--- src/rtl/pc_ctrl_pkg.sv ---
// Shared encodings for the PC control sequencer: command codes, step states,
// control-vector layout and the hold vector.
package pc_ctrl_pkg;

    localparam int unsigned CODE_W = 3;
    localparam int unsigned CTL_W  = 9;

    localparam logic [CODE_W-1:0] CMD_HOLD    = CODE_W'(0);
    localparam logic [CODE_W-1:0] CMD_FETCH   = CODE_W'(1);
    localparam logic [CODE_W-1:0] CMD_LOAD    = CODE_W'(2);
    localparam logic [CODE_W-1:0] CMD_PUSH    = CODE_W'(3);
    localparam logic [CODE_W-1:0] CMD_LOADINC = CODE_W'(4);
    localparam logic [CODE_W-1:0] CMD_BRANCH  = CODE_W'(5);

    typedef enum logic [1:0] {
        IDLE = 2'd0,
        S_A  = 2'd1,
        S_B  = 2'd2,
        S_C  = 2'd3
    } step_t;

    // Bit positions inside the control vector
    localparam int unsigned V_N_IPC   = 0;
    localparam int unsigned V_ADL_PCL = 1;
    localparam int unsigned V_PCL_PCL = 2;
    localparam int unsigned V_PCL_ADL = 3;
    localparam int unsigned V_PCL_DB  = 4;
    localparam int unsigned V_ADH_PCH = 5;
    localparam int unsigned V_PCH_PCH = 6;
    localparam int unsigned V_PCH_ADH = 7;
    localparam int unsigned V_PCH_DB  = 8;

    // Hold: both halves recirculate, no increment, no drive
    localparam logic [CTL_W-1:0] CTL_H = (CTL_W'(1) << V_N_IPC)
                                       | (CTL_W'(1) << V_PCL_PCL)
                                       | (CTL_W'(1) << V_PCH_PCH);

    // Final step of a command given the latched page-crossing flag
    function automatic step_t last_step(input logic [CODE_W-1:0] cmd, input logic fix);
        step_t s;
        case (cmd)
            CMD_LOAD, CMD_PUSH: s = S_B;
            CMD_LOADINC:        s = S_C;
            CMD_BRANCH:         s = fix ? S_B : S_A;
            default:            s = S_A;
        endcase
        return s;
    endfunction

endpackage

--- src/rtl/pc_ctrl_decode.sv ---
// Maps (latched command, step, stall) onto the nine PC control strobes.
module pc_ctrl_decode
    import pc_ctrl_pkg::*;
#(
    parameter bit STALL_KEEP_DRIVE = 1'b1
) (
    input  logic [CODE_W-1:0] cmd_latched,
    input  step_t             step,
    input  logic              stall,
    output logic [CTL_W-1:0]  ctl_c
);

    always_comb begin
        ctl_c = CTL_H;
        case (cmd_latched)
            CMD_FETCH: begin
                if (step == S_A) begin
                    ctl_c[V_PCL_ADL] = 1'b1;
                    ctl_c[V_PCH_ADH] = 1'b1;
                    ctl_c[V_N_IPC]   = 1'b0;
                end
            end
            CMD_LOAD, CMD_LOADINC, CMD_BRANCH: begin
                case (step)
                    S_A: begin
                        ctl_c[V_ADL_PCL] = 1'b1;
                        ctl_c[V_PCL_PCL] = 1'b0;
                    end
                    S_B: begin
                        ctl_c[V_ADH_PCH] = 1'b1;
                        ctl_c[V_PCH_PCH] = 1'b0;
                    end
                    S_C: begin
                        if (cmd_latched == CMD_LOADINC) ctl_c[V_N_IPC] = 1'b0;
                    end
                    default: ;
                endcase
            end
            CMD_PUSH: begin
                if (step == S_A) ctl_c[V_PCH_DB] = 1'b1;
                if (step == S_B) ctl_c[V_PCL_DB] = 1'b1;
            end
            default: ;
        endcase

        // Stalled step: no loads, no increment; drives optionally kept
        if (stall) begin
            ctl_c[V_N_IPC]   = 1'b1;
            ctl_c[V_ADL_PCL] = 1'b0;
            ctl_c[V_ADH_PCH] = 1'b0;
            ctl_c[V_PCL_PCL] = 1'b1;
            ctl_c[V_PCH_PCH] = 1'b1;
            if (!STALL_KEEP_DRIVE) begin
                ctl_c[V_PCL_ADL] = 1'b0;
                ctl_c[V_PCL_DB]  = 1'b0;
                ctl_c[V_PCH_ADH] = 1'b0;
                ctl_c[V_PCH_DB]  = 1'b0;
            end
        end
    end

endmodule

--- src/rtl/pc_ctrl.sv ---
// PC command sequencer: accepts commands, steps through their control vectors
// with stall handling, and registers the strobes driving the PC datapath.
module pc_ctrl
    import pc_ctrl_pkg::*;
#(
    parameter int unsigned CMD_W            = 3,
    parameter bit          STALL_KEEP_DRIVE = 1'b1
) (
    input  logic             PHI0,
    input  logic             RES,
    input  logic [CMD_W-1:0] cmd,
    input  logic             cmd_valid,
    output logic             cmd_ready,
    input  logic             fix,
    input  logic             stall,
    output logic             busy,
    output logic             n_IPC,
    output logic             ADL_PCL,
    output logic             PCL_PCL,
    output logic             PCL_ADL,
    output logic             PCL_DB,
    output logic             ADH_PCH,
    output logic             PCH_PCH,
    output logic             PCH_ADH,
    output logic             PCH_DB
);

    step_t              step_q;
    logic [CODE_W-1:0]  cmd_q;
    logic               fix_q;
    logic               full_q;    // current step was shown unstalled
    logic               ready_q;
    logic               busy_q;
    logic [CTL_W-1:0]   ctl_q;

    step_t              step_d;
    logic [CODE_W-1:0]  cmd_d;
    logic               fix_d;
    logic               busy_d;
    logic               ready_d;
    logic               accept_c;
    logic [CODE_W-1:0]  cmd_code_c;
    logic [CTL_W-1:0]   ctl_d;

    assign cmd_code_c = CODE_W'(cmd);
    assign cmd_ready  = ready_q & ~stall & ~RES;
    assign accept_c   = cmd_valid & cmd_ready;

    // Next step: accept, hold a stalled step, finish, or advance
    always_comb begin
        step_d = step_q;
        cmd_d  = cmd_q;
        fix_d  = fix_q;
        if (accept_c) begin
            step_d = S_A;
            cmd_d  = cmd_code_c;
            fix_d  = (cmd_code_c == CMD_BRANCH) ? fix : 1'b0;
        end else if (step_q == IDLE || !full_q) begin
            step_d = step_q;
        end else if (step_q == last_step(cmd_q, fix_q)) begin
            step_d = IDLE;
        end else begin
            case (step_q)
                S_A:     step_d = S_B;
                S_B:     step_d = S_C;
                default: step_d = IDLE;
            endcase
        end

        busy_d  = (step_d != IDLE) && (step_d != last_step(cmd_d, fix_d));
        ready_d = (step_d == IDLE) || ((step_d == last_step(cmd_d, fix_d)) && !stall);
    end

    pc_ctrl_decode #(
        .STALL_KEEP_DRIVE (STALL_KEEP_DRIVE)
    ) u_decode (
        .cmd_latched (cmd_d),
        .step        (step_d),
        .stall       (stall),
        .ctl_c       (ctl_d)
    );

    always_ff @(posedge PHI0) begin
        if (RES) begin
            step_q  <= IDLE;
            cmd_q   <= CMD_HOLD;
            fix_q   <= 1'b0;
            full_q  <= 1'b1;
            ready_q <= 1'b0;
            busy_q  <= 1'b0;
            ctl_q   <= CTL_H;
        end else begin
            step_q  <= step_d;
            cmd_q   <= cmd_d;
            fix_q   <= fix_d;
            full_q  <= ~stall;
            ready_q <= ready_d;
            busy_q  <= busy_d;
            ctl_q   <= ctl_d;
        end
    end

    assign busy    = busy_q;
    assign n_IPC   = ctl_q[V_N_IPC];
    assign ADL_PCL = ctl_q[V_ADL_PCL];
    assign PCL_PCL = ctl_q[V_PCL_PCL];
    assign PCL_ADL = ctl_q[V_PCL_ADL];
    assign PCL_DB  = ctl_q[V_PCL_DB];
    assign ADH_PCH = ctl_q[V_ADH_PCH];
    assign PCH_PCH = ctl_q[V_PCH_PCH];
    assign PCH_ADH = ctl_q[V_PCH_ADH];
    assign PCH_DB  = ctl_q[V_PCH_DB];

endmodule

--- config.mk ---
export PLATFORM = sky130hd
export DESIGN_NAME = pc_ctrl
export DESIGN_NICKNAME = d
export VERILOG_FILES = /design/src/rtl/pc_ctrl_pkg.sv /design/src/rtl/pc_ctrl_decode.sv /design/src/rtl/pc_ctrl.sv
export SDC_FILE = /design/constraint.sdc
export NUM_CORES = 1
export LEC_CHECK = 0
export CAP_MARGIN = 10
export CORE_ASPECT_RATIO = 0.75
export CORE_UTILIZATION = 35
export DETAILED_ROUTE_END_ITERATION = 10
export DONT_BUFFER_PORTS = 1
export PLACE_DENSITY = 0.5
export SYNTH_ARGS = -nofsm -noshare
export SYNTH_HDL_FRONTEND = slang
export SYNTH_SLANG_ARGS = --single-unit
--- constraint.sdc ---
create_clock -name PHI0 -period 6.3 [get_ports PHI0]
set_input_delay 1.26 -clock PHI0 [delete_from_list [all_inputs] [get_ports PHI0]]
set_output_delay 1.26 -clock PHI0 [all_outputs]
set_load 0.005 [all_outputs]
Yosys cells after proc, flatten, opt, wreduce, memory -nomap -nowiden
Index checks and enable logic that the tools add are counted.
{"block": "word_totals", "reg_bits": 17, "latch_bits": 0, "ram_bits": 0, "mem_bits_ro": 0, "output_inout_bits": 11, "word_cells": 72, "memories": 0}
{"block": "classes", "add_sub_neg": 0, "multipliers": 0, "div_mod_pow": 0, "n_lt_le_gt_ge": 0, "n_eq_ne": 18, "shifts": 0, "mux": 22, "bitwise": 7, "n_reduce_logical": 15}
{"operator": "2-bit 2-to-1 mux", "count": 9}
{"operator": "3-bit equality test, second input constant", "count": 5}
{"operator": "3-bit by 2-bit equality test with 1-bit output, second input constant", "count": 4}
{"operator": "2-bit one-hot mux with 3 select lines", "count": 2}
{"operator": "1-bit 2-to-1 mux", "count": 8}
{"operator": "2-bit OR reduction", "count": 4}
{"operator": "2-bit equality test, second input constant", "count": 3}
{"operator": "3-bit OR reduction", "count": 2}
{"operator": "2-bit by 1-bit equality test with 1-bit output, second input constant", "count": 2}
{"operator": "2-bit equality test", "count": 2}
{"operator": "2-bit logical NOT", "count": 2}
{"operator": "1-bit inverter", "count": 4}
{"operator": "2-bit one-hot mux with 2 select lines", "count": 1}
{"operator": "1-bit bitwise AND", "count": 3}
{"operator": "3-bit by 1-bit equality test with 1-bit output, second input constant", "count": 1}
{"operator": "3-bit 2-to-1 mux", "count": 1}
{"operator": "1-bit logical AND", "count": 2}
{"operator": "1-bit logical NOT", "count": 2}
{"operator": "1-bit logical OR", "count": 2}
{"operator": "2-bit inequality test", "count": 1}
{"operator": "1-bit one-hot mux with 2 select lines", "count": 1}
{"operator": "2-bit nonzero test", "count": 1}

Longest topological paths before layout
{"block": "logic_depth", "depth_word": 12, "ltp_mapped": 8, "mapped_depth_nobuf": 8}

Cells and area by module
Synthesis repeated with hierarchy kept, for this count alone.
{"block": "hier_totals", "hier_cells": 115, "area_unflattened_um2": 1037.2}
{"mod": "pc_ctrl", "n_inst": 1, "cells_each": 95, "area_per_inst_um2": 894.6, "seq_area_each_um2": 360.3}
{"mod": "pc_ctrl_decode", "n_inst": 1, "cells_each": 20, "area_per_inst_um2": 142.6, "seq_area_each_um2": 0.0}

Worst setup path before layout
OpenSTA, ideal clock, no wires.
{"block": "synth_path", "kind": "input -> register", "startpoint": "input stall", "endpoint": "register busy_q (netlist: busy)", "setup_ns": 0.120, "arrival_time_ns": 2.993, "required_ns": 6.180, "path_slack_ns": 3.187, "path_stages": 8, "cell_sequence": "nor4bb_2 -> buf_6 -> mux2i_1 -> inv_1 -> ha_1 -> o21ba_2 -> and2_4 -> o31a_1"}
{"block": "synth_via", "elab_chain_cells": 10}
{"item": "from (decl)", "line_no": "pc_ctrl.sv:15", "source": "input logic stall,"}
{"item": "1-bit inverter *", "line_no": "pc_ctrl.sv:46", "source": "assign cmd_ready = ready_q & ~stall & ~RES;"}
{"item": "1-bit bitwise AND * (2 in series)", "line_no": "pc_ctrl.sv:46"}
{"item": "1-bit bitwise AND *", "line_no": "pc_ctrl.sv:47", "source": "assign accept_c = cmd_valid & cmd_ready;"}
{"item": "3-bit 2-to-1 mux *", "line_no": "pc_ctrl.sv:54", "source": "if (accept_c) begin"}
{"item": "net cmd_d[1]", "line_no": "pc_ctrl.sv:37", "source": "logic [CODE_W-1:0] cmd_d;"}
{"item": "3-bit by 2-bit equality test with 1-bit output", "line_no": "pc_ctrl_pkg.sv:41", "source": "case (cmd)"}
{"item": "2-bit OR reduction", "line_no": "pc_ctrl_pkg.sv:41"}
{"item": "2-bit one-hot mux with 3 select lines *", "line_no": "pc_ctrl_pkg.sv:41"}
{"item": "2-bit inequality test *", "line_no": "pc_ctrl.sv:70", "source": "busy_d = (step_d != IDLE) && (step_d != last_step(cmd_d, fix_d));"}
{"item": "1-bit logical AND *", "line_no": "pc_ctrl.sv:70"}
{"item": "to (signal assigned)", "line_no": "pc_ctrl.sv:98", "source": "busy_q <= busy_d;"}
{"item": "to (decl)", "line_no": "pc_ctrl.sv:33", "source": "logic busy_q;"}
The timed path passes the listed nets; every way through them passes the cells marked *.
A chain may end at the register's enable or synchronous reset.

Final worst setup path
Ends and elaborated chain as after synthesis.

==> results.cfg <==
[run_status]
status = finished clean

[clocking]
htree_num_levels = 1
path_clk_slew_ns = 0.06
postCtsSetupBuffers = 0
ctsResizeCount = 0
cts_tree = yes
holdBufCountCts = 0
numCtsBuffers = 3
clkLatencyLatePin_ns = 0.25
clockBufferDepth = 2
clock_sinks = 17
cts_root_buf = clkbuf_8

[yosys]
synth_area_leaders = dfxtp_1, nand2b_1, ha_1, mux2i_1, nor2_1
synthDominantCellAreaShare = 0.352
synth_nets = 120
synth.cell_area_um2 = 967
yosys_warnings = 0
ys_seq_elements = 17
yosysUniqueCellTypes = 43
avgSynthCellArea_um2 = 8.96
yosys.area.top_type = dfxtp_1
yosysSeqAreaShare = 0.352
syn-instance-count = 108

[floorplan]
rows = 16
die_area_mm2 = 0.00298
die_h_um = 47.5
die_w_um = 62.7
start_util = 0.369
io_pins = 19
core-area_mm2 = 0.00262

[pwr]
power.share.clock = 0.376
sequentialPowerShare = 0.526
power_density_mw_per_mm2 = 205
combPwrFrac = 0.098
p_leak_nw = 0.355
power.internal_mw = 0.164
peakVddDrop_mv = 0.0958
swShare = 0.226
switchingPower_mw = 0.0478

[global_routing]
grt_pass1_vias = 679
antenna_found_initial = 0
grt_pass1_wl_um = 3240
grt_max_degree = 13
overflow = 0
grt.total_usage = 0.146

[drt]
vias = 761
drtIter0Drc = 27
drc = 0
wl_per_cell_um = 14.0
final_antenna_net_count = 0
routed_wl_um = 2040
first_pass_iters = 4
vias_per_cell = 5.25

[sta]
finalCriticalPeriod_ns = 3.58
drv_slew = 0
worstMarginPinSlew_ns = 1.17
post-route-period-util = 0.568
hold_violations = 0
setup_viol = 0
timing.fmax_mhz = 280
fin_worst_skew_ns = 0.00274
hold_slack_ns = 0.542
tns_ns = 0
slew_headroom = 0.211
rsz0062_at_grt = no

[placement]
dp_hpwl_um = 1590
portBuffers = 0
place.gp.congestion = 0.790

[layout]
final_cell_mix = dfxtp_1, nor2_1, nand2b_1, a21oi_1, nand2_1
syn_to_final_growth_pct = 6.99
final_common_cell = dfxtp_1
fin_nets = 122
diodes = 0
drive_gt1_frac = 0.101
final_core_util = 0.395

[setup_path]
end_kind = flip-flop
setup.worst_path.start = stall
start_kind = primary input
critPathArrivalTime_ns = 3.71
ff2ff_path_depth = 7
cp.required_ns = 6.44
crit_path_max_fanout = 11
r2r-end = busy
endpoint = busy
regToRegSetupSlack_ns = 3.41
critPathKind = primary input to flip-flop
regToRegStartpoint = ready_q

[worst_hold_path]
hold_class = flip-flop to flip-flop

[run]
maxCapViolCount = 0
## synth_stat cells (all sizes together)
cell type and instances:
dfxtp 17, nor2 10, nand2b 9, nand2 8
a21oi 7, nor2b 6, inv 5, ha 4
mux2i 4, o21ai 4, and2 3, a211o 2
a31o 2, buf 2, nand3 2, o21ba 2
o32ai 2, a2111oi 1, a21boi 1, a41oi 1
and2b 1, and3 1, and4 1, clkbuf 1
nand3b 1, nand4 1, nand4b 1, nor4bb 1
o211ai 1, o21a 1, o21bai 1, o31a 1
o31ai 1, or2 1, or4 1, xnor2 1
## layout make-up
| cell class | instances | area, um2 |
|---|---|---|
| clock buffer | 4 | 45.0 |
| fill | 285 | 1590 |
| inverter | 5 | 18.8 |
| multi-input combinational | 83 | 586 |
| sequential | 17 | 340 |
| tap | 36 | 45.0 |
## sequential cells by signal, summed over array words and instances (netlist names)
signal and cells:
step_q 2, cmd_q 3, busy 1, fix_q 1
full_q 1, ready_q 1, ctl_q 8
## cells by family after synthesis
kind of cell             after synthesis  share of synthesized area
multiplexers                           4                     0.0414
buffers and inverters                  8                     0.0427
adder cells (fa/ha/maj)                4                     0.0517
AND/OR/NAND/NOR                       47                      0.291
AO/OA/AOI/OAI                         27                      0.212
flip-flops                            17                      0.352
XOR/XNOR                               1                    0.00906
## per-layer routing
metal	vias up	wire length, um	GRT usage
met2	24	808	0.209
met1	354	1050	0.195
met3	2	163	0.0667
met4	0	11	0.0512
li1	381	-	-
met5	-	0	0
## critical path, stage by stage
cell	delay, ns
nor4bb_2	0.98
mux2i_1	0.46
inv_1	0.09
ha_1	0.29
o21ba_2	0.18
and2_4	0.16
o31a_1	0.28
## power by group through the flow
stage	sequential [mW]	clock [mW]	combinational, mW
after global placement	0.114	0	0.0204
after CTS	0.111	0.0829	0.0207
final	0.111	0.0797	0.0208
after detailed placement	0.114	0	0.0205
after global routing	0.112	0.0867	0.0229
after floorplan	0.113	0	0.0181
## worst min-delay path by stage
stage,cells past startpoint,to,from
floorplan,2,fix_q,fix_q
global placement,2,fix_q,fix_q
detailed placement,2,fix_q,fix_q
CTS,2,fix_q,fix_q
global route,2,fix_q,fix_q
finish,2,fix_q,fix_q
## metrics by stage
step | instance area (um2) | setup slack (ns) | cells | power [mW]
after floorplan | 967 | 3.19 | 108 | 0.131
after global placement | 990 | 2.55 | 141 | 0.134
after detailed placement | 990 | 2.48 | 141 | 0.134
after CTS | 1030 | 2.72 | 145 | 0.215
after global routing | 1030 | 2.53 | 145 | 0.221
final | 1030 | 2.72 | 145 | 0.212
No activity file was read; power rests on OpenSTA's default activity.
